$ cat src/rtl/dev_arb_pkg.sv
`default_nettype none
// +--------------------------------------------------------------------------+
// | Module   : dev_arb_pkg                                                    |
// | Purpose  : Shared types and constants for the two-master device-bus       |
// |            arbiter: FSM state encoding, master indices, default widths.   |
// | Revision : 1.0  initial release                                           |
// +--------------------------------------------------------------------------+
package dev_arb_pkg;

  // Arbiter FSM states
  typedef enum logic [1:0] {
    IDLE   = 2'd0,
    ACCESS = 2'd1,
    DONE   = 2'd2
  } state_t;

  // Master indices; also the encoding of the round-robin pointer
  localparam logic M0 = 1'b0;
  localparam logic M1 = 1'b1;

  // Default widths: word address [7:2], data, grant counters
  localparam int AW_DEF = 6;
  localparam int DW_DEF = 32;
  localparam int CW_DEF = 16;

endpackage
`default_nettype wire

$ cat src/rtl/dev_arb_rr.sv
`default_nettype none
// +--------------------------------------------------------------------------+
// | Module   : dev_arb_rr                                                     |
// | Purpose  : Two-way round-robin picker, purely combinational.              |
// |            A lone requester always wins; on contention the master named   |
// |            by ptr wins. The pointer register lives in the parent.         |
// | Ports    : req[1:0] in  - request per master (bit index = master)         |
// |            ptr      in  - priority master on contention (M0/M1)           |
// |            win[1:0] out - one-hot winner, 2'b00 when nobody requests      |
// | Revision : 1.0  initial release                                           |
// +--------------------------------------------------------------------------+
module dev_arb_rr (
  input  logic [1:0] req,
  input  logic       ptr,
  output logic [1:0] win
);
  import dev_arb_pkg::*;

  always_comb begin
    win = 2'b00;
    if (req[0] && (!req[1] || ptr == M0)) begin
      win = 2'b01;
    end else if (req[1]) begin
      win = 2'b10;
    end
  end

endmodule
`default_nettype wire

$ cat src/rtl/dev_bus_arbiter.sv
`default_nettype none
// +--------------------------------------------------------------------------+
// | Module   : dev_bus_arbiter                                                |
// | Purpose  : Shares one single-cycle device bus between two masters.        |
// |            IDLE -> ACCESS -> DONE per access, round-robin on contention.  |
// | Ports    : clk, rst            clock, synchronous active-high reset       |
// |            mX_req/we/addr/wd   master request + payload (held until gnt)  |
// |            mX_gnt              one-cycle completion pulse (DONE state)    |
// |            mX_rd               read data, valid with gnt, held afterwards |
// |            DEV_Addr/We/Wd      device bus, registered                     |
// |            DEV_Rd              device read data (combinational on addr)   |
// |            busy                high in ACCESS and DONE                    |
// |            cnt0, cnt1          saturating grant counters (macro only)     |
// | Macro    : DEV_ARB_STATS_EN enables cnt0/cnt1 ports and logic.           |
// | Revision : 1.0  initial release                                           |
// +--------------------------------------------------------------------------+
module dev_bus_arbiter
  import dev_arb_pkg::*;
#(
  parameter int AW = AW_DEF,
  parameter int DW = DW_DEF,
  parameter int CW = CW_DEF
) (
  input  logic          clk,
  input  logic          rst,
  input  logic          m0_req,
  input  logic          m0_we,
  input  logic [AW-1:0] m0_addr,
  input  logic [DW-1:0] m0_wd,
  input  logic          m1_req,
  input  logic          m1_we,
  input  logic [AW-1:0] m1_addr,
  input  logic [DW-1:0] m1_wd,
  output logic          m0_gnt,
  output logic          m1_gnt,
  output logic [DW-1:0] m0_rd,
  output logic [DW-1:0] m1_rd,
  output logic [AW-1:0] DEV_Addr,
  output logic          DEV_We,
  output logic [DW-1:0] DEV_Wd,
  input  logic [DW-1:0] DEV_Rd,
`ifdef DEV_ARB_STATS_EN
  output logic [CW-1:0] cnt0,
  output logic [CW-1:0] cnt1,
`endif
  output logic          busy
);

  if (CW < 1) begin : g_bad_cw
    $error("dev_bus_arbiter: CW must be at least 1");
  end

  state_t        state_q, state_d;
  logic          ptr_q, ptr_d;        // priority master on contention
  logic          win_q, win_d;        // master owning the current access
  logic [AW-1:0] dev_addr_q, dev_addr_d;
  logic          dev_we_q, dev_we_d;
  logic [DW-1:0] dev_wd_q, dev_wd_d;
  logic          m0_gnt_q, m0_gnt_d, m1_gnt_q, m1_gnt_d;
  logic [DW-1:0] m0_rd_q, m0_rd_d, m1_rd_q, m1_rd_d;
  logic [1:0]    pick;

  dev_arb_rr u_rr (
    .req ({m1_req, m0_req}),
    .ptr (ptr_q),
    .win (pick)
  );

  always_comb begin
    state_d    = state_q;
    ptr_d      = ptr_q;
    win_d      = win_q;
    dev_addr_d = dev_addr_q;
    dev_wd_d   = dev_wd_q;
    dev_we_d   = 1'b0;         // strobe only ever lives for the ACCESS cycle
    m0_gnt_d   = 1'b0;
    m1_gnt_d   = 1'b0;
    m0_rd_d    = m0_rd_q;
    m1_rd_d    = m1_rd_q;
    unique case (state_q)
      IDLE: begin
        if (|pick) begin
          win_d      = pick[1] ? M1 : M0;
          dev_addr_d = pick[1] ? m1_addr : m0_addr;
          dev_we_d   = pick[1] ? m1_we : m0_we;
          dev_wd_d   = pick[1] ? m1_wd : m0_wd;
          state_d    = ACCESS;
        end
      end
      ACCESS: begin
        // Read data is captured for writes too; masters ignore it then.
        if (win_q == M1) begin
          m1_rd_d  = DEV_Rd;
          m1_gnt_d = 1'b1;
        end else begin
          m0_rd_d  = DEV_Rd;
          m0_gnt_d = 1'b1;
        end
        state_d = DONE;
      end
      DONE: begin
        ptr_d   = ~win_q;      // hand priority to the other master
        state_d = IDLE;
      end
      default: state_d = IDLE;
    endcase
  end

  always_ff @(posedge clk) begin
    if (rst) begin
      state_q    <= IDLE;
      ptr_q      <= M0;
      win_q      <= M0;
      dev_addr_q <= '0;
      dev_we_q   <= 1'b0;
      dev_wd_q   <= '0;
      m0_gnt_q   <= 1'b0;
      m1_gnt_q   <= 1'b0;
      m0_rd_q    <= '0;
      m1_rd_q    <= '0;
    end else begin
      state_q    <= state_d;
      ptr_q      <= ptr_d;
      win_q      <= win_d;
      dev_addr_q <= dev_addr_d;
      dev_we_q   <= dev_we_d;
      dev_wd_q   <= dev_wd_d;
      m0_gnt_q   <= m0_gnt_d;
      m1_gnt_q   <= m1_gnt_d;
      m0_rd_q    <= m0_rd_d;
      m1_rd_q    <= m1_rd_d;
    end
  end

  assign DEV_Addr = dev_addr_q;
  assign DEV_We   = dev_we_q;
  assign DEV_Wd   = dev_wd_q;
  assign m0_gnt   = m0_gnt_q;
  assign m1_gnt   = m1_gnt_q;
  assign m0_rd    = m0_rd_q;
  assign m1_rd    = m1_rd_q;
  assign busy     = (state_q != IDLE);

`ifdef DEV_ARB_STATS_EN
  localparam logic [CW-1:0] CNT_MAX = '1;

  logic [CW-1:0] cnt0_q, cnt0_d, cnt1_q, cnt1_d;

  // Count completed grants, saturating instead of wrapping.
  always_comb begin
    cnt0_d = cnt0_q;
    cnt1_d = cnt1_q;
    if (state_q == DONE) begin
      if (win_q == M0 && cnt0_q != CNT_MAX) cnt0_d = cnt0_q + CW'(1);
      if (win_q == M1 && cnt1_q != CNT_MAX) cnt1_d = cnt1_q + CW'(1);
    end
  end

  always_ff @(posedge clk) begin
    if (rst) begin
      cnt0_q <= '0;
      cnt1_q <= '0;
    end else begin
      cnt0_q <= cnt0_d;
      cnt1_q <= cnt1_d;
    end
  end

  assign cnt0 = cnt0_q;
  assign cnt1 = cnt1_q;
`endif

endmodule
`default_nettype wire

$ cat config.mk
export PLATFORM = sky130hd
export DESIGN_NAME = dev_bus_arbiter
export DESIGN_NICKNAME = d
export VERILOG_FILES = /design/src/rtl/dev_arb_pkg.sv /design/src/rtl/dev_arb_rr.sv /design/src/rtl/dev_bus_arbiter.sv
export SDC_FILE = /design/constraint.sdc
export NUM_CORES = 1
export LEC_CHECK = 0
export ABC_AREA = 1
export CAP_MARGIN = 20
export CORE_UTILIZATION = 45
export DETAILED_ROUTE_END_ITERATION = 10
export GPL_ROUTABILITY_DRIVEN = 0
export PLACE_DENSITY_LB_ADDON = 0.08
export SYNTH_ARGS = -nofsm -noshare
export SYNTH_HDL_FRONTEND = slang
export SYNTH_SLANG_ARGS = --single-unit
$ cat constraint.sdc
create_clock -name clk -period 2.8 [get_ports clk]
set_input_delay 0.56 -clock clk [delete_from_list [all_inputs] [get_ports clk]]
set_output_delay 0.56 -clock clk [all_outputs]
set_load 0.1 [all_outputs]
# --- Word level (Yosys, flattened, before mapping) ---
# Cells that the tools add are included.
op_classes:
  eq_ne: 3
  n_mux: 10
  bitwise: 5
  reduce_logical: 11
ops:
  columns: ["op", "n"]
  rows:
  - ["32-bit 2-to-1 mux", 1]
  - ["2-bit 2-to-1 mux", 3]
  - ["6-bit 2-to-1 mux", 1]
  - ["2-bit AND reduction", 3]
  - ["1-bit NOT", 5]
  - ["1-bit 2-to-1 mux", 4]
  - ["2-bit case mux with 2 select lines", 1]
  - ["2-bit OR reduction", 2]
  - ["3-bit OR reduction", 1]
  - ["2-bit by 1-bit equality test with 1-bit output, second input constant", 1]
  - ["2-bit equality test, second input constant", 1]
  - ["2-bit logical NOT", 1]
  - ["2-bit inequality test, second input constant", 1]
  - ["2-bit nonzero test", 1]
  - ["1-bit logical AND", 1]
  - ["1-bit logical NOT", 1]
  - ["1-bit logical OR", 1]
totals:
  regBits: 109
  input_bits: 114
  output_inout_bits: 106
  wordCells: 39

# --- Longest topological paths before layout ---
# Gate-level depths: netlist of run 1.
depth:
  ltp_word: 7
  ltp_mapped: 9
  ltp_nobuf: 6

# --- By module ---
# Synthesis of run 1 repeated with hierarchy kept, for this count alone.
unflattened:
  cells_unflattened: 748
  area_unflattened_um2: 4832.1
modules_own_cells:
  columns: ["mod", "instances", "cells_each", "area_per_inst_um2", "seq_area_each_um2"]
  rows:
  - ["dev_bus_arbiter", 1, 744, 4804.6, 2182.1]
  - ["dev_arb_rr", 1, 4, 27.5, 0.0]

# --- Least setup slack after synthesis of run 1 ---
# OpenSTA, ideal clock, no wires.
synth_timing:
  path_type: "reg-to-reg"
  startpoint: "register state_q[0]"
  endpoint: "register dev_wd_q[10], in the netlist DEV_Wd[10]"
  setup_time_ps: 111
  arrival_ps: 1435
  t_required_ps: 2689
  slack_ps: 1253
  path_stages_with_launch: 10
  path_buffers: 3
  period_less_slack_ps: 1547
  cell_sequence: "dfxtp_1 -> buf_6 -> inv_2 -> nand2_2 -> nor2_4 -> buf_6 -> buf_6 -> nand2_1 -> nor2_1 -> nor2_1"
synth_between:
  elab_chain_cells: 2
synth_lines:
  columns: ["item", "line", "text"]
  rows:
  - ["start, declared", "dev_bus_arbiter.sv:53", "state_t state_q, state_d;"]
  - ["start signal, assigned", "dev_bus_arbiter.sv:122", "state_q <= state_d;"]
  - ["2-bit logical NOT", "dev_bus_arbiter.sv:80", "unique case (state_q)"]
  - ["2-bit AND reduction (no source line)", null, null]
  - ["end signal, assigned", "dev_bus_arbiter.sv:127", "dev_wd_q <= dev_wd_d;"]
  - ["end, declared", "dev_bus_arbiter.sv:58", "logic [DW-1:0] dev_wd_q, dev_wd_d;"]
# Every way passes these cells.
# A chain may end at the register's enable or synchronous reset.

# --- Final worst setup path of run 1 ---
layout_timing:
  startpoint: "register state_q[1]"
  endpoint: "output port busy"
layout_between:
  elab_chain_cells: 1
layout_lines:
  columns: ["item", "line", "text"]
  rows:
  - ["2-bit nonzero test", "dev_bus_arbiter.sv:142", "assign busy = (state_q != IDLE);"]
  - ["end, declared", "dev_bus_arbiter.sv:46", "output logic busy"]
# Every way passes these cells.

==> results of run 1 <==
Yosys cell counts:
cell type  count  area, um2
a21oi_1      105        526
buf_1          5       18.8
buf_2         19       95.1
buf_4          3       22.5
buf_6          5       56.3
clkbuf_1      24       90.1
clkinv_1       1       3.75
dfxtp_1      109       2180
inv_1        111        417
inv_2          3       11.3
nand2_1      153        574
nand2_2        1       6.26
nand3_1       40        200
nand3_2        1       10.0
nand4_1       32        200
nor2_1        79        297
nor2_2         1       6.26
nor2_4         1       11.3
nor3_1         1       5.00
o21ai_0       13       65.1
o21ai_1       20        100
o21ai_2        1       8.76
how the worst max path moves through the flow:
stage               cells after the start  slack, ns    endpoint  startpoint
global placement                        7       0.74  DEV_Wd[26]      m1_req
finish                                  3       0.61        busy  state_q[1]
detailed placement                      7       0.66   DEV_Wd[9]      m1_req
global route                            3       0.51        busy  state_q[1]
floorplan                               9       1.25  DEV_Wd[10]  state_q[0]
CTS                                     3       0.61        busy  state_q[1]
flip-flops by register name, summed over array words and instances (netlist names), 2 cells and up:
signal    flops
DEV_Wd       32
m0_rd        32
m1_rd        32
DEV_Addr      6
state_q       2
metal layers:
metal | track usage, % | vias to the layer above | share of wire, %
met5 | 0 | - | 0
met4 | 6.36 | 0 | 1.4
met3 | 6.13 | 15 | 8.1
met2 | 41.6 | 193 | 49
met1 | 27.8 | 2259 | 41
li1 | - | 2647 | -
cells in the final DEF, fill, tap and decap left out:
cell type,n
a21oi_1,105
buf_12,4
buf_2,1
buf_4,111
clkbuf_1,1
clkbuf_8,9
clkdlybuf4s50_1,112
clkinv_4,3
dfxtp_1,109
inv_1,111
inv_2,4
inv_6,2
inv_8,1
nand2_1,152
nand2_2,2
nand3_1,39
nand3_2,2
nand4_1,32
nor2_1,79
nor2_2,1
nor2_4,1
nor3_1,1
o21ai_0,13
o21ai_1,20
o21ai_4,1
cells by family (layout without fill, tap and decap cells):
group           count (synthesis)  after routing
compound gates                139            139
flops                         109            109
simple gates                  309            309
buf+inv                       171            359
worst max-delay path: stages, from the launching register on:
cell and delay [ns]:
dfxtp_1 0.36, inv_2 0.48, nand2_2 0.21, buf_12 0.22
layout make-up:
class                      instances  area (um2)
clock buffer                      10         128
clock inverter                     6        55.1
fill                             921        3430
inverter                         115         432
multi-input combinational        448        2020
sequential                       109        2180
tap                              136         170
timing repair buffer             228        2040
stage by stage:
stage,hold WS (ns),cell area [um2]
after floorplan,0.450,4910
after global placement,0.433,6850
after detailed placement,0.437,6850
after CTS,0.454,7030
after global routing,0.473,7030
final,0.452,7030
where the power goes:
group	internal, mW	total (mW)	switching, mW
clock	0.342	0.909	0.566
combinational	0.441	1.63	1.18
sequential	1.66	1.73	0.0695
==> reports/metrics.yaml, run 1 <==
setup_path:
  crit_required_ns: 2.24
  arrival_ns: 1.63
  start_kind: "flop"
  reg2reg_depth: 4
  r2r-start: "state_q[1]"
  crit_type: "reg -> out"
  r2r_slack_ns: 0.81
  cp-end-kind: "output pin"
  critPathMaxFanout: 36
  r2r_end: "m0_rd[1]"
grt:
  grt_max_degree: 66
  grt_usage_pct: 23.4
  grt_antenna_before_repair: 0
  grt_overflow: 0
  grt_pass1_vias: 4603
  grt_pass1_wl_um: 21400
place:
  place_ws_ns: 0.656
  place_inst: 1036
  port-buffer-count: 219
  dp_hpwl_um: 9660
synthesis:
  yosysUniqueCellTypes: 22
  synthMuxAreaShare_pct: 0
  ys_seq_area_share_pct: 44.5
  synth_xor_area_share_pct: 0
  synthSimpleGateAreaFrac_pct: 26.7
  synth_top_family_by_area: "simple AND/OR/NAND/NOR gates"
  synth_compound_area_share_pct: 14.3
  ys_ff_latch: 109
  yosysWarnings: 0
  yosys.area_share.adder_pct: 0
  synth_area_per_cell_um2: 6.74
  syn-cell-area_um2: 4910
  syn_inst: 728
  syn_nets: 842
floorplanning:
  core_area_um2: 10500
  initial_core_util_pct: 46.9
  die_area_um2: 11300
  num_rows: 37
  die-height_um: 106
  die_w_um: 106
  io_pins: 220
finish:
  syn_to_final_growth_pct: 43.3
  drive_gt1_share_pct: 15.5
  final_util_pct: 67.2
  nets: 1025
  diodes: 0
  stdcell_count: 1052
clocking:
  numCtsBuffers: 9
  clock-root-buffer: "clkbuf_8"
  cts_sinks: 109
  clock_latency_ns: 0.37
  postCtsSetupBuffers: 0
  clkTransAtPathRegs_ns: 0.11
  cts_hold_buf: 0
  cts_resized: 0
  cts_max_level: 3
  cts_tree: "done"
  clockBufferDepth: 2
route:
  drc_errors: 0
  via_per_inst: 4.86
  drt-initial-drc-count: 206
  firstDrtPassIters: 5
  wl_per_cell_um: 12.9
  routed_wl_um: 13600
  dr_total_vias: 5114
  antenna_left: 0
status:
  outcome: "complete, no violations"
min_path:
  hold_path_startpoint: "m1_rd[9]"
  hold_end: "m1_rd[9]"
  min_path_type: "reg -> reg"
  hold_depth: 2
sta:
  fin_crit_ns: 2.19
  layout_setup_ws_ns: 0.612
  fin_skew_ns: 0.0162
  tightestPinTransition_ns: 0.690
  period_share_pct: 78.2
  setup_viol: 0
  rsz0062_at_grt: "no"
  tns_ns: 0
  finalHoldViolations: 0
  fmax_mhz: 457
  maxSlewViolCount: 0
  relSlewSlack_pct: 54.0
pwr:
  power_density_nw_per_um2: 607
  p_leak_nw: 3.23
  total_power_mw: 4.27
  ir_worst_vdd_mv: 0.330
run:
  maxCapViolCount: 0
(Power assumes the default switching activity.)
==> run 2, diff against run 1 <==
Settings changed: CORE_UTILIZATION 45 to 38.
Clock period 2.8 ns to 1.94 ns, I/O delays scaled along.
==> reports/metrics.yaml, run 2 (same netlist as run 1, synthesis figures left out) <==
clocking:
  clkTransAtPathRegs_ns: 0.07
  cts_hold_buf: 0
  numCtsBuffers: 9
  cts_max_level: 3
  clock-root-buffer: "clkbuf_16"
  cts_sinks: 109
  cts_tree: "done"
  cts_resized: 0
  postCtsSetupBuffers: 0
  clockBufferDepth: 2
  clock_latency_ns: 0.34
grt:
  grt_overflow: 0
  grt_antenna_before_repair: 0
  grt_pass1_wl_um: 21500
  grt_max_degree: 72
  grt_pass1_vias: 4619
  grt_usage_pct: 20.3
setup_path:
  r2r_slack_ns: 0.40
  reg2reg_depth: 6
  arrival_ns: 1.25
  r2r_end: "m0_rd[20]"
  cp-end-kind: "output pin"
  crit_type: "reg -> out"
  critPathMaxFanout: 12
  r2r-start: "state_q[1]"
  crit_required_ns: 1.55
  start_kind: "flop"
route:
  via_per_inst: 4.67
  dr_total_vias: 5106
  drt-initial-drc-count: 296
  routed_wl_um: 13700
  wl_per_cell_um: 12.5
  antenna_left: 0
  firstDrtPassIters: 5
  drc_errors: 0
floorplanning:
  die_area_um2: 13400
  core_area_um2: 12600
  die_w_um: 116
  die-height_um: 116
  num_rows: 41
  initial_core_util_pct: 38.9
  io_pins: 220
sta:
  tns_ns: 0
  tightestPinTransition_ns: 0.389
  fmax_mhz: 612
  fin_crit_ns: 1.63
  relSlewSlack_pct: 74.0
  fin_skew_ns: 0.00538
  maxSlewViolCount: 0
  setup_viol: 0
  finalHoldViolations: 0
  period_share_pct: 84.3
  rsz0062_at_grt: "no"
finish:
  final_cell_mix: "nand2_1 (152), buf_4 (118), clkdlybuf4s50_1 (112)"
  diodes: 0
  seq_area_um2: 2180
  final_common_cell: "nand2_1"
  nets: 1032
  n_fill_cell: 1227
  multi_input_area_um2: 2020
  drive_gt1_share_pct: 16.2
  syn_to_final_growth_pct: 48.9
min_path:
  hold_path_startpoint: "m1_rd[10]"
  hold_end: "m1_rd[10]"
  min_path_type: "reg -> reg"
  hold_depth: 2
pwr:
  ir_worst_vdd_mv: 0.450
  total_power_mw: 7.06
  power_density_nw_per_um2: 967
  p_leak_nw: 3.35
place:
  dp_hpwl_um: 9750
  port-buffer-count: 219
status:
  outcome: "complete, no violations"
run:
  maxCapViolCount: 0
[run 2: worst max-delay path, stage by stage (launching register included)]
cell and delay (ns):
dfxtp_1 0.40, inv_2 0.15, nand2_2 0.16, buf_12 0.19
[run 2: final cells by class]
cell class / count / share of cell area (%)
repair buffers: 235 / 28.6
well taps: 172 / 2.95
clock buffers: 9 / 3.08
multi-input cells: 448 / 27.7
flip-flops and latches: 109 / 29.9
inverters: 115 / 5.91
clock inverters: 6 / 1.83
[run 2: worst max path at each step]
stage                          start    endpoint  slack [ns]
after floorplan           state_q[0]  DEV_Wd[10]        0.39
after global placement        m0_req   DEV_Wd[1]        0.19
after detailed placement      m0_req   DEV_Wd[8]        0.16
after CTS                 state_q[1]        busy        0.28
after global routing      state_q[1]        busy        0.22
final                     state_q[1]        busy        0.31
[run 2: where the power goes]
group / switching, mW / internal [mW] / leakage [nW]
registers: 0.0911 / 2.40 / 0.893
clock network: 0.819 / 1.39 / 0.176
logic: 1.72 / 0.648 / 2.28
[run 2: per-layer routing]
layer	track usage, %	vias up	wire length [um]
li1	-	2663	-
met1	24.3	2232	5900
met2	34.5	190	6350
met3	5.33	21	1150
met4	8.89	0	301
met5	0	-	0
[run 2: stage by stage]
stage,hold WS [ns],instance area (um2),cells,util (%),setup WS [ns]
5_1_grt,0.461,7300,1094,57.9,0.217
3_3_place_gp,0.433,6950,1079,55.0,0.194
4_1_cts,0.440,7300,1094,57.9,0.283
2_1_floorplan,0.450,4910,728,-,0.393
3_5_place_dp,0.439,6950,1079,55.0,0.162
6_report,0.445,7300,1094,57.9,0.305
==> patch 1 (settings of run 1) <==
Change the package constant `DW_DEF` from 32 to 36.
--- a/src/rtl/dev_arb_pkg.sv
+++ b/src/rtl/dev_arb_pkg.sv
@@ -22,3 +22,3 @@
   localparam int AW_DEF = 6;
-  localparam int DW_DEF = 32;
+  localparam int DW_DEF = 36;
   localparam int CW_DEF = 16;
Interface: changed (6 resized); port bits go from 220 to 244. The function was not compared with the original's and may differ.
==> patch 1 against run 1 <==
  * Routed wire length grew 15%
  * Area after synthesis increased by 14%
  * Total power increased by 43%
  * Sequential cell count rose by 12
  * First-iteration DRC count is 110% higher
  * Design area rose by 18%
  * Setup slack better by 0.19 ns
  * Sequential share of layout area decreased by 1.9 points
  * Combinational power grew 18%
  * Largest cell class unchanged
  * Highest routed layer unchanged
==> patch 1: results (changes against run 1) <==
grt_antenna_before_repair: 0  # unchanged
ant_nets: 0  # unchanged
cts_setup_buffers: 0  # unchanged
syn_nets: 932  # was 842
slowest_delay_ns: 0.60  # was 0.48 ns
startpoint: "state_q[0]"  # was state_q[1]
async_reset_ff_share_pct: 0  # unchanged
fill_cells: 1088  # was 921
grt_max_degree: 74  # was 66
ys_seq_area_share_pct: 43.2  # was 44.5%
synth.distinct_cells: 24  # was 22
placed_cell_area_um2: 7710  # was 6850 um^2
worstPathArrival_ns: 1.44  # was 1.63 ns
clockBufferDepth: 2  # unchanged
synthMuxAreaShare_pct: 0  # unchanged
cts_buffers: 17  # was 9
synth-xor-area-share_pct: 0  # unchanged
synth_commonest_cells: "nand2_1 (166), inv_1 (124), dfxtp_1 (121)"  # was nand2_1 (153), inv_1 (111), dfxtp_1 (109)
cp_slowest_cell: "dfxtp_2"  # was inv_2
crit_fanout: 20  # was 36
final_layout_size_suffix_gt1_share_pct: 19.7  # was 15.5%
post_cts_resized: 0  # unchanged
antenna_cells: 0  # unchanged
drt_iter0_markers: 441  # was 206
yosys_most_used_dff: "dfxtp_1"  # unchanged
routedWlPerCell_um: 12.9  # about the same
maxSlewHeadroom_pct: 52.0  # was 54.0%
cts.htree.levels: 4  # was 3
yosys_warnings: 0  # unchanged
min_from: "m1_rd[22]"  # was m1_rd[9]
port_buffers: 243  # was 219
hp-class: "reg -> reg"  # unchanged
insertion_delay_ns: 0.41  # was 0.37 ns
root_buffer: "clkbuf_16"  # was clkbuf_8
synth_adder_area_share_pct: 0  # unchanged
via_per_inst: 4.70  # was 4.86
grt_first_pass_wirelength_um: 24400  # was 21400 um
skew_ns: 0.00482  # was 0.0162 ns
netlist_top_cells_area: "dfxtp_1 (43%), nand2_1 (11%), a21oi_1 (10%), inv_1 (8.3%), nand4_1 (4.0%)"  # was dfxtp_1 (44%), nand2_1 (12%), a21oi_1 (11%), inv_1 (8.5%), nor2_1 (6.0%)
grt_pass1_vias: 5047  # was 4603
crit_family: "flip-flops"  # was buffers and inverters
vdd_drop_max_uv: 434  # was 330 uV
first_pass_iters: 4  # was 5
nNetsFinal: 1146  # was 1025
clk_pin_slew_ns: 0.05  # was 0.11 ns
synth-compound-area-share_pct: 13.9  # was 14.3%
grt_usage_pct: 23.9  # was 23.4%
rr_startpoint: "state_q[0]"  # was state_q[1]
hpwl_um: 10300  # was 9660 um
power.leakage_nw: 3.80  # was 3.23 nW
outcome: "complete, no violations"  # unchanged
## patch 1: metal layers
metal  part of all wire (%)  GRT usage (%)
met1                     41           28.7
met2                     47           38.3
met3                    8.9           7.65
met4                    3.3           12.6
met5                      0              0
## patch 1: path summary, 6_finish.rpt
check / to / slack [ns] / cells after the start
max: busy / 0.80 / 3
min: m1_rd[22] / 0.44 / 2
max reg2reg: m1_rd[8] / 0.95 / 3
min reg2reg: m1_rd[22] / 0.44 / 2
## patch 1: cell families after synthesis
kind of cell | Yosys count
compound gates | 155
flops | 121
simple gates | 341
buf+inv | 189
## patch 1: cell type report
| class | count | area [um^2] | share of cell area (%) |
|---|---|---|---|
| clock buffer | 24 | 502 | 6.03 |
| clock inverter | 8 | 115 | 1.38 |
| multi-input combinational | 496 | 2330 | 28.0 |
| tap | 168 | 210 | 2.53 |
| sequential | 121 | 2420 | 29.1 |
| inverter | 127 | 477 | 5.73 |
| timing repair buffer | 257 | 2260 | 27.2 |
## patch 1: power by group
| part | leakage, nW | switching, mW | internal (mW) |
|---|---|---|---|
| registers | 0.992 | 0.0796 | 1.86 |
| clock network | 0.310 | 0.738 | 1.51 |
| logic | 2.50 | 1.42 | 0.513 |
## patch 1: through the flow
step	setup slack [ns]	cells	hold slack (ns)
after global routing	0.694	1201	0.458
after global placement	0.718	1169	0.433
after detailed placement	0.683	1169	0.436
after CTS	0.772	1201	0.444
after floorplan	1.32	806	0.450
final	0.799	1201	0.441
## patch 1: worst reg2reg max path: stages (launching register included)
cell and delay, ns:
dfxtp_2 0.60, nand3_4 0.62, o21ai_0 0.41, a21oi_1 0.07
==> patch 2 (settings of run 1) <==
Without the edit above. Re-encode `state_t` (3 states) as one-hot, 3 bits wide.
--- a/src/rtl/dev_arb_pkg.sv
+++ b/src/rtl/dev_arb_pkg.sv
@@ -10,6 +10,6 @@
   // Arbiter FSM states
-  typedef enum logic [1:0] {
-    IDLE   = 2'd0,
-    ACCESS = 2'd1,
-    DONE   = 2'd2
+  typedef enum logic [2:0] {
+    IDLE   = 3'b001,
+    ACCESS = 3'b010,
+    DONE   = 3'b100
   } state_t;
Formal check against the unedited RTL: no difference found for any inputs over 10 cycles, from zero or initial values and one cycle with rst high; not proved beyond that.
==> patch 2 against run 1 <==
  * Sequential cell count rose by 1
  * Largest power group unchanged
  * Routed wire length fell by 2.2%
  * Die area fell by 4.0%
  * Design area fell by 1.0%
  * Area after synthesis fell by 4.1%
  * Setup slack improved by 0.36 ns
  * Global-route usage rose by 1.0 points
  * Clock power rose by 25%
  * Total power rose by 8.4%
==> patch 2: results (changes against run 1) <==
clockBufferDepth: 2  # unchanged
hold_end: "m0_rd[19]"  # was m1_rd[9]
r2r_end: "m1_rd[31]"  # was m0_rd[1]
grtUsageMet3_pct: 5.70  # was 6.13%
hold_path_depth: 2  # unchanged
r2r_slack_ns: 1.12  # was 0.81 ns
grt_usage_pct: 24.5  # was 23.4%
hpwl_um: 9560  # was 9660 um
maxSlewHeadroom_pct: 59.9  # was 54.0%
cts_setup_buffers: 0  # unchanged
vdd_drop_max_uv: 380  # was 330 uV
hold_viol: 0  # unchanged
clk_pin_slew_ns: 0.10
yosys_warnings: 0  # unchanged
cts_buffers: 9  # unchanged
yosys_most_used_dff: "dfxtp_1"  # unchanged
hold_buffers: 0  # unchanged
met2_usage_pct: 43.6  # was 41.6%
insertion_delay_ns: 0.37  # about the same
cts.htree.levels: 3  # unchanged
rr_worst_depth: 7  # was 4
min_from: "m0_rd[19]"  # was m1_rd[9]
synth_commonest_cells: "nor2_1 (248), nand2_1 (119), dfxtp_1 (110)"  # was nand2_1 (153), inv_1 (111), dfxtp_1 (109)
via_per_inst: 4.64  # was 4.86
syn_nets: 836  # was 842
hp-class: "reg -> reg"  # unchanged
rr_startpoint: "state_q[1]"  # unchanged
ys_seq_area_share_pct: 46.8  # was 44.5%
whs_ns: 0.492  # was 0.452 ns
skew_ns: 0.00863  # was 0.0162 ns
final_layout_size_suffix_gt1_share_pct: 15.6  # was 15.5%
placed_cell_area_um2: 6710  # was 6850 um^2
gr-usage-met1_pct: 28.2  # was 27.8%
port_buffers: 219  # unchanged
grt_first_pass_wirelength_um: 21500  # was 21400 um
post_cts_resized: 0  # unchanged
worstPathArrival_ns: 1.27  # was 1.63 ns
nNetsFinal: 1036  # was 1025
switchingPower_mw: 1.88  # was 1.82 mW
drt_iter0_markers: 171  # was 206
grt_antenna_before_repair: 0  # unchanged
startpoint: "state_q[2]"  # was state_q[1]
netlist_top_cells_area: "dfxtp_1 (47%), nor2_1 (20%), nand2_1 (9.5%), o21ai_0 (6.9%), inv_1 (6.7%)"  # was dfxtp_1 (44%), nand2_1 (12%), a21oi_1 (11%), inv_1 (8.5%), nor2_1 (6.0%)
synth.distinct_cells: 18  # was 22
outcome: "complete, no violations"  # unchanged
async_reset_ff_share_pct: 0  # unchanged
dieWidth_um: 104  # was 106 um
grt_pass1_vias: 4642  # was 4603
drc: 0  # unchanged
first_pass_iters: 6  # was 5
power.leakage_nw: 3.31  # was 3.23 nW
crit_fanout: 4  # was 36
routedWlPerCell_um: 12.5  # was 12.9 um
yosysTopAreaCellShare_pct: 46.8  # was 44.5%
[patch 2: changes by cell type in the layout (fill, tap and decap cells not counted), sizes merged, moves of 2 or more]
cell / change
nor2: +169
a21oi: -102
nand2: -35
o21ai: +32
nand4: -31
inv: -30
buf: +3
bufinv: +3
clkinv: -2
clkinvlp: +2
[patch 2: per-layer routing]
metal	wire length, um	share of wire [%]
met2	6460	49
met4	292	2.2
met1	5630	42
met5	0	0
met3	882	6.7
[patch 2: cell families after synthesis]
| group | count (synthesis) | share of synthesized area [%] |
|---|---|---|
| and+or+nand+nor | 413 | 34.5 |
| buffers and inverters | 130 | 11.3 |
| DFF | 110 | 46.8 |
| AOI/OAI and AO/OA | 69 | 7.42 |
[patch 2: layout make-up]
cell class / count / area, um^2
Inverter: 87 / 327
Clock inverter: 7 / 121
Clock buffer: 9 / 124
Multi-Input combinational cell: 482 / 1980
Sequential cell: 110 / 2200
Timing Repair Buffer: 232 / 2040
Tap cell: 133 / 166
Fill cell: 882 / 3000
[patch 2: worst max path at each step]
stage | endpoint | slack, ns | cells past startpoint
2_1_floorplan | DEV_Wd[10] | 0.92 | 8
3_3_place_gp | DEV_Wd[8] | 0.65 | 7
3_5_place_dp | DEV_Addr[5] | 0.60 | 7
4_1_cts | busy | 0.95 | 3
5_1_grt | busy | 0.88 | 3
6_report | busy | 0.97 | 3
[patch 2: through the flow]
| step | setup slack (ns) | cells |
|---|---|---|
| 2_1_floorplan | 0.920 | 722 |
| 3_3_place_gp | 0.649 | 1044 |
| 3_5_place_dp | 0.603 | 1044 |
| 4_1_cts | 0.954 | 1060 |
| 5_1_grt | 0.884 | 1060 |
| 6_report | 0.973 | 1060 |
[patch 2: power by group through the flow]
stage | logic, mW | registers [mW] | clock network [mW]
global route | 1.84 | 1.77 | 1.24
detailed placement | 1.73 | 1.79 | 0
floorplan | 0.448 | 2.61 | 0
CTS | 1.74 | 1.76 | 1.17
finish | 1.73 | 1.75 | 1.14
global placement | 1.72 | 1.78 | 0
[patch 2: worst max-delay path, cell delays in order (launching register included)]
cell	delay (ns)
dfxtp_1	0.41
nor2_2	0.07
nand2_1	0.11
buf_4	0.31
